`src/rtl/voice_alloc.sv`:
```
// voice_alloc: maps MIDI note on/off events onto NVOICE synth slots, stealing the least-recently-allocated slot.
// Fixed 2-cycle strobe-to-command latency; no backpressure, strobes seen while busy are dropped.
module voice_alloc #(
  parameter int NVOICE = 4,
  parameter int VW     = $clog2(NVOICE)
) (
  input  logic              clk32,
  input  logic              rst,
  input  logic              note_pressed,
  input  logic              note_released,
  input  logic [6:0]        note,
  input  logic [6:0]        velocity,
  input  logic [3:0]        channel,
  output logic              busy,
  output logic              voice_valid,
  output logic [VW-1:0]     voice_idx,
  output logic              voice_gate,
  output logic [6:0]        voice_note,
  output logic [6:0]        voice_vel,
  output logic              voice_steal,
  output logic [NVOICE-1:0] active
);

  typedef enum logic [1:0] {S_IDLE, S_SEARCH, S_EMIT} state_t;

  state_t              state_q;
  logic                busy_q;
  logic                ev_press_q;
  logic [6:0]          ev_note_q;
  logic [6:0]          ev_vel_q;
  logic [3:0]          ev_ch_q;
  logic [NVOICE-1:0]   act_q;
  logic [6:0]          slot_note_q [NVOICE];
  logic [3:0]          slot_ch_q   [NVOICE];
  logic [VW-1:0]       rank_q      [NVOICE];
  logic [VW-1:0]       sel_q;
  logic                sel_steal_q;
  logic                voice_valid_q;
  logic [VW-1:0]       voice_idx_q;
  logic                voice_gate_q;
  logic [6:0]          voice_note_q;
  logic [6:0]          voice_vel_q;
  logic                voice_steal_q;
  logic [NVOICE-1:0]   active_q;

  logic                hit_d;
  logic [VW-1:0]       hit_idx_d;
  logic                free_d;
  logic [VW-1:0]       free_idx_d;
  logic [VW-1:0]       oldest_idx_d;
  logic [VW-1:0]       pick_idx_d;
  logic                pick_steal_d;
  logic [VW-1:0]       pick_rank_d;

  // Descending scan so the lowest matching index is the one that sticks.
  always_comb begin
    hit_d        = 1'b0;
    hit_idx_d    = '0;
    free_d       = 1'b0;
    free_idx_d   = '0;
    oldest_idx_d = '0;
    for (int i = NVOICE - 1; i >= 0; i--) begin
      if (act_q[i] && slot_note_q[i] == ev_note_q && slot_ch_q[i] == ev_ch_q) begin
        hit_d     = 1'b1;
        hit_idx_d = VW'(i);
      end
      if (!act_q[i]) begin
        free_d     = 1'b1;
        free_idx_d = VW'(i);
      end
      if (rank_q[i] == VW'(NVOICE - 1)) begin
        oldest_idx_d = VW'(i);
      end
    end
    pick_idx_d   = hit_d ? hit_idx_d : (free_d ? free_idx_d : oldest_idx_d);
    pick_steal_d = !hit_d && !free_d;
    pick_rank_d  = rank_q[pick_idx_d];
  end

  always_ff @(posedge clk32) begin
    if (rst) begin
      state_q       <= S_IDLE;
      busy_q        <= 1'b0;
      ev_press_q    <= 1'b0;
      ev_note_q     <= '0;
      ev_vel_q      <= '0;
      ev_ch_q       <= '0;
      act_q         <= '0;
      sel_q         <= '0;
      sel_steal_q   <= 1'b0;
      voice_valid_q <= 1'b0;
      voice_idx_q   <= '0;
      voice_gate_q  <= 1'b0;
      voice_note_q  <= '0;
      voice_vel_q   <= '0;
      voice_steal_q <= 1'b0;
      active_q      <= '0;
      for (int i = 0; i < NVOICE; i++) begin
        slot_note_q[i] <= '0;
        slot_ch_q[i]   <= '0;
        rank_q[i]      <= VW'(i);
      end
    end else begin
      voice_valid_q <= 1'b0;
      voice_steal_q <= 1'b0;
      case (state_q)
        S_IDLE: begin
          if (note_pressed || note_released) begin
            // A press with zero velocity is a note-off; a press beats a simultaneous release.
            ev_press_q <= note_pressed && (velocity != 7'd0);
            ev_note_q  <= note;
            ev_vel_q   <= velocity;
            ev_ch_q    <= channel;
            busy_q     <= 1'b1;
            state_q    <= S_SEARCH;
          end
        end
        S_SEARCH: begin
          if (ev_press_q) begin
            for (int i = 0; i < NVOICE; i++) begin
              if (VW'(i) == pick_idx_d) begin
                act_q[i]       <= 1'b1;
                slot_note_q[i] <= ev_note_q;
                slot_ch_q[i]   <= ev_ch_q;
                rank_q[i]      <= '0;
              end else if (rank_q[i] < pick_rank_d) begin
                rank_q[i] <= rank_q[i] + VW'(1);
              end
            end
            sel_q       <= pick_idx_d;
            sel_steal_q <= pick_steal_d;
            state_q     <= S_EMIT;
          end else if (hit_d) begin
            act_q[hit_idx_d] <= 1'b0;
            sel_q            <= hit_idx_d;
            sel_steal_q      <= 1'b0;
            state_q          <= S_EMIT;
          end else begin
            busy_q  <= 1'b0;
            state_q <= S_IDLE;
          end
        end
        S_EMIT: begin
          voice_valid_q <= 1'b1;
          voice_idx_q   <= sel_q;
          voice_gate_q  <= ev_press_q;
          voice_note_q  <= ev_note_q;
          voice_vel_q   <= ev_vel_q;
          voice_steal_q <= sel_steal_q;
          active_q      <= act_q;
          busy_q        <= 1'b0;
          state_q       <= S_IDLE;
        end
        default: begin
          busy_q  <= 1'b0;
          state_q <= S_IDLE;
        end
      endcase
    end
  end

  assign busy        = busy_q;
  assign voice_valid = voice_valid_q;
  assign voice_idx   = voice_idx_q;
  assign voice_gate  = voice_gate_q;
  assign voice_note  = voice_note_q;
  assign voice_vel   = voice_vel_q;
  assign voice_steal = voice_steal_q;
  assign active      = active_q;

endmodule

```
`config.mk`:
```
export PLATFORM = sky130hd
export DESIGN_NAME = voice_alloc
export DESIGN_NICKNAME = d
export VERILOG_FILES = /design/src/rtl/voice_alloc.sv
export SDC_FILE = /design/constraint.sdc
export NUM_CORES = 1
export LEC_CHECK = 0
export ABC_AREA = 1
export BUFFER_PORTS_ARGS = -buffer_cell sky130_fd_sc_hd__buf_2
export CAP_MARGIN = 20
export CORE_ASPECT_RATIO = 1.4
export CORE_UTILIZATION = 30
export CTS_CLUSTER_DIAMETER = 80
export DETAILED_ROUTE_END_ITERATION = 10
export PLACE_DENSITY = 0.57
export SYNTH_ARGS = -nofsm -noshare
export SYNTH_HDL_FRONTEND = slang
export SYNTH_SLANG_ARGS = --single-unit
```
`constraint.sdc`:
```
create_clock -name clk32 -period 3.5 [get_ports clk32]
set_clock_uncertainty 0.1 [all_clocks]
set_input_delay 0.35 -clock clk32 [delete_from_list [all_inputs] [get_ports clk32]]
set_output_delay 0.35 -clock clk32 [all_outputs]
set_load 0.02 [all_outputs]
```
Word level (Yosys, flattened, before mapping)
Memories as Yosys holds them, arrays and structs flattened.
Cells that the tools add are included.
- bitwise operators: 19
- reduce and logical (&&, ||, !) cells: 26
- add/subtract/negate cells: 4
- equality and inequality tests: 24
- muxes and demuxes: 105
- $lt $le $gt $ge: 6
- operators by type and width (operator ; count):
    1-bit 2-to-1 mux ; 65
    2-bit 2-to-1 mux ; 27
    7-bit == test ; 4
    7-bit 2-to-1 mux ; 4
    4-bit 2-to-1 mux ; 6
    4-bit == test ; 4
    1-bit bitwise OR ; 16
    3-bit AND reduction ; 5
    1-bit logical AND ; 11
    2-bit == test, second input constant ; 5
    2-bit by 1-bit adder with 2-bit output, second input constant ; 4
    2-bit less-than comparator ; 4
    2-bit by 1-bit != test with 1-bit output, second input constant ; 4
    7-bit nonzero test ; 1
    2-bit != test, second input constant ; 3
    4-bit AND ; 1
    2-bit == test, first input constant ; 2
    2-bit zero test ; 2
    4-bit inverter ; 1
    2-bit one-hot mux with 2 select lines ; 1
    2-bit AND reduction ; 2
    2-bit by 3-bit less-than comparator with 1-bit output, second input constant ; 1
    1-bit demux with 2-bit select ; 1
    1-bit by 2-bit == test with 1-bit output, first input constant ; 1
    8 further kinds ; 9
- memories: 3
- bits in writable memories: 52
- word-level logic and storage cells: 206
- bits in registers: 52
- output and inout bits: 24
- memories (name ; depth ; bits a word ; read ports ; clocked after memory_dff ; wr ports ; RTL line ; text):
    slot_note_q ; 4 ; 7 ; 4 ; 0 ; 4 ; 33 ; logic [6:0] slot_note_q [NVOICE];
    slot_ch_q ; 4 ; 4 ; 4 ; 0 ; 4 ; 34 ; logic [3:0] slot_ch_q [NVOICE];
    rank_q ; 4 ; 2 ; 5 ; 0 ; 4 ; 35 ; logic [VW-1:0] rank_q [NVOICE];

Depth between registers and ports, before layout
An unclocked memory read counts as a cell.
- depth after elaboration: 17
- depth in mapped cells: 21
- depth with buffers taken out: 21

Worst setup path before layout
No wires, ideal clock.
- kind: reg2reg
- start point: register ev_note_q[2]
- end point: memory slot_ch_q[2][0], enable pin
- path buffers: 0
- stages on the path, launching flop included: 17
- clock period less this slack: 2.301 ns
- required time: 3.055 ns
- arrival: 1.856 ns
- slack: 1.199 ns
- path through: dfxtp_1 -> inv_2 -> nand2_1 -> nand2_1 -> nor2_1 -> nand2_1 -> nor2_2 -> nand2_2 -> nand2_2 -> nand2_2 -> nand2_4 -> nand2_8 -> inv_6 -> nand2_1 -> nor2_1 -> inv_1 -> nand2_1
- RTL lines (element ; RTL line ; text):
    start, declared ; 29 ; logic [6:0] ev_note_q;
    start signal, assigned ; 111 ; ev_note_q <= note;
    end, declared ; 34 ;

==> run metrics <==
status=finished, final reports clean; TritonCTS buffer count=9; CTS tree=done; cells after synthesis=706; Final ANT Viol Nets=0; Hold Buf Count CTS=0; Hold Fails Final Rpt=0; aggregate negative setup slack=0 ns; largest family of logic cells by synthesized area=simple AND/OR/NAND/NOR gates; Vias/cell=4.619; max_slew headroom=45.66%; Hold Crit Class=in -> reg; Crit. End Element=flop; Leak=roughly 2.8 nW; Total Power=roughly 0.0027 W; delay of the slowest cell on the worst path=0.46 ns; RSZ-0062 raised after global routing=no; maximum VDD drop=approximately 0.20 mV; Initial Utilization=a little under a third; Synth Area in Compound Gates=9.438%; largest net degree at the start of global routing=44; PostCTS Resize Cnt=0; Seq/Total Area, Yosys=48.95%; most common cell type on the critical path=nand2_1; share of layout cells above drive strength 1=15.74%; drt total wl=about 15 mm; post-synthesis simple-gate area fraction=30.74%; Starting DRT DRC Count=290; IO Port Bufs=between 40 and 50; Mean Syn Cell Area=between 7 and 8 um^2; Reg2Reg Setup Slack=~0.61 ns; multiplexer area fraction after synthesis=0%; Fmax=345.9 MHz; Post-CTS Setup Bufs=0; pwr dens=443.4 mW/mm^2; Net Count, Synth=732; Worst Path Class, Setup=reg -> reg; clk sinks=104; Critical Path Fanout Max=11; Final Setup Violations=0; GRT Util Overall=17.36%; final worst slack=0.6089 ns; crit-path cells=inv_2 > nand2_1 > o21ai_1 > nor2_1 > nand2_1 > nor2_1 > nand2_1 > nand2_2 > nand2_2 > nand2_4 > nand2_8 > inv_6 > nand2_1 > nor2_1 > inv_1 > nand2_1; Core Rows=57; CTS Buffer Depth=2; antenna fix cells=0; Crit path max-delay family=simple AND/OR/NAND/NOR gates; antenna violations before repair=0; Die Span Y=roughly 160 um; Top FF cell, synth=edfxtp_1; Layout area overhead=14.50%; fillers=1830; final cycle utilization of the critical path=82.60%; Die X=between 100 and 150 um; CORE AREA=0.01733 mm^2; Via Count=about 4600; Adder-Cell Fraction of Synth Area=0.9414%; Final Hold Slack=~0.16 ns; Die Area=0.01826 mm^2; synthesized area=0.005316 mm^2; Synth async-reset ratio=0%; Worst Max-Slew Pin Slew=0.8132 ns; H-tree depth=3; arrival time at the worst endpoint=2.79 ns; DP Wirelength=11.08 mm; crit start category=flop; global-route wire length before repair=23.72 mm; Reg clk slew, reported paths=approximately 0.070 ns; min Tclk post-route=2.891 ns; Placer Congestion=0.9293; Slowest cell on crit path=nand2_1; Slew Viols, Final=0; number of max-cap violations=0; required time of the critical path=3.40 ns; crit path buf inv count=3; total gr overflow=0; clk root buf=clkbuf_16; number of enable-type register cells in the synthesized netlist=52; Clock Latency Late Sink=0.36 ns; Initial DRT Pass Iterations=5; fin nets=between 700 and 800; pre-CTS setup slack=0.5908 ns; synth warn=0; io pins=46; register bit total from synthesis=104; Post-route DRC=0; DR WL/cell=14.91 um; xor/xnor share of the synthesized area=0.6590%; vias in the first global route=4486; Yosys cell types=39
cells in the mapped netlist, drive strengths merged (5+ instances only):
cell / count / share of area [%]
buf: 7 / 0.92
o21ai: 53 / 5.0
nor2: 121 / 9.4
nand2: 198 / 15
nor3: 5 / 0.47
a21oi: 35 / 3.3
nand3: 42 / 4.3
edfxtp: 52 / 29
clkbuf: 12 / 0.87
inv: 101 / 7.3
dfxtp: 52 / 20
routing by layer:
layer  track usage, %  up-vias  part of all wire, %
met5                0        -                    0
li1                 -     2335                    -
met4            10.57        0                  4.4
met2            30.47       95                   51
met1            19.91     2117                   42
met3            1.979       35                  2.7
flip-flops by register name, indices dropped and copies added (netlist names), 2 cells and up:
| signal | count |
|---|---|
| voice_note | 7 |
| slot_note_q | 28 |
| ev_note_q | 7 |
| slot_ch_q | 16 |
| voice_idx | 2 |
| rank_q | 8 |
| voice_vel | 7 |
| sel_q | 2 |
| act_q | 4 |
| ev_vel_q | 7 |
| state_q | 2 |
| active | 4 |
| ev_ch_q | 4 |
stage by stage:
step	util (%)	instance area [um^2]	std cells
after floorplan	-	5316	706
after global placement	33.49	5804	976
after detailed placement	33.49	5804	976
after CTS	35.12	6087	992
after global routing	35.12	6087	992
final	35.12	6087	992
report_power, final:
group          total, W  leakage [nW]  internal [W]  switching (W)
Combinational  0.000330          1.69     0.0000991       0.000231
Clock          0.000997         0.136      0.000499       0.000498
Sequential      0.00137         0.949       0.00133      0.0000444
layout by cell type, fill, tap and decap left out, drive strengths merged, types with 2 or more instances in the layout:
cell / instances
nand4: 3
nand3b: 2
clkbuf: 10
dfxtp: 52
o31ai: 4
o21ai: 53
clkinv: 3
nor4: 2
buf: 53
nor3: 5
nor2: 121
nand2: 198
ha: 4
xnor2: 4
nand3: 42
edfxtp: 52
a21oi: 35
inv: 106
area by class of cell:
cell class	count	area, um^2	share of cell area (%)
well taps	236	295.3	4.851
clock inverters	6	53.80	0.8839
flip-flops and latches	104	2603	42.75
clock buffers	10	229.0	3.762
repair buffers	53	285.3	4.687
inverters	104	397.9	6.536
multi-input cells	479	2223	36.53
final timing paths:
| path | from | to | depth (start not counted) |
|---|---|---|---|
| worst max-delay path | ev_ch_q[1]$_SDFFE_PP0P_ | slot_ch_q[2][1]$_SDFFCE_PN0P_ | 16 |
| worst min-delay path | note[4] | ev_note_q[4]$_SDFFE_PP0P_ | 3 |
| worst max register to register | ev_ch_q[1]$_SDFFE_PP0P_ | slot_ch_q[2][1]$_SDFFCE_PN0P_ | 16 |
| worst min register to register | sel_q[0]$_SDFFE_PP0P_ | voice_idx[0]$_SDFFE_PP0P_ | 2 |
worst register-to-register path, cell delays in order (launching register included):
cell and delay [ns]:
dfxtp_1 0.45, inv_2 0.15, nand2_1 0.11, o21ai_1 0.07, nor2_1 0.20, nand2_1 0.08
nor2_1 0.08, nand2_1 0.06, nand2_2 0.11, nand2_2 0.10, nand2_4 0.10, nand2_8 0.08
inv_6 0.10, nand2_1 0.07, nor2_1 0.13, inv_1 0.08, nand2_1 0.46
logic make-up after synthesis:
group                      Yosys count
and+or+nand+nor                    375
buffers and inverters              123
DFF                                104
AOI/OAI and AO/OA                   96
xor gates and xnor gates             4
adders and majority gates            4
Power figures use the tool's default switching activity.
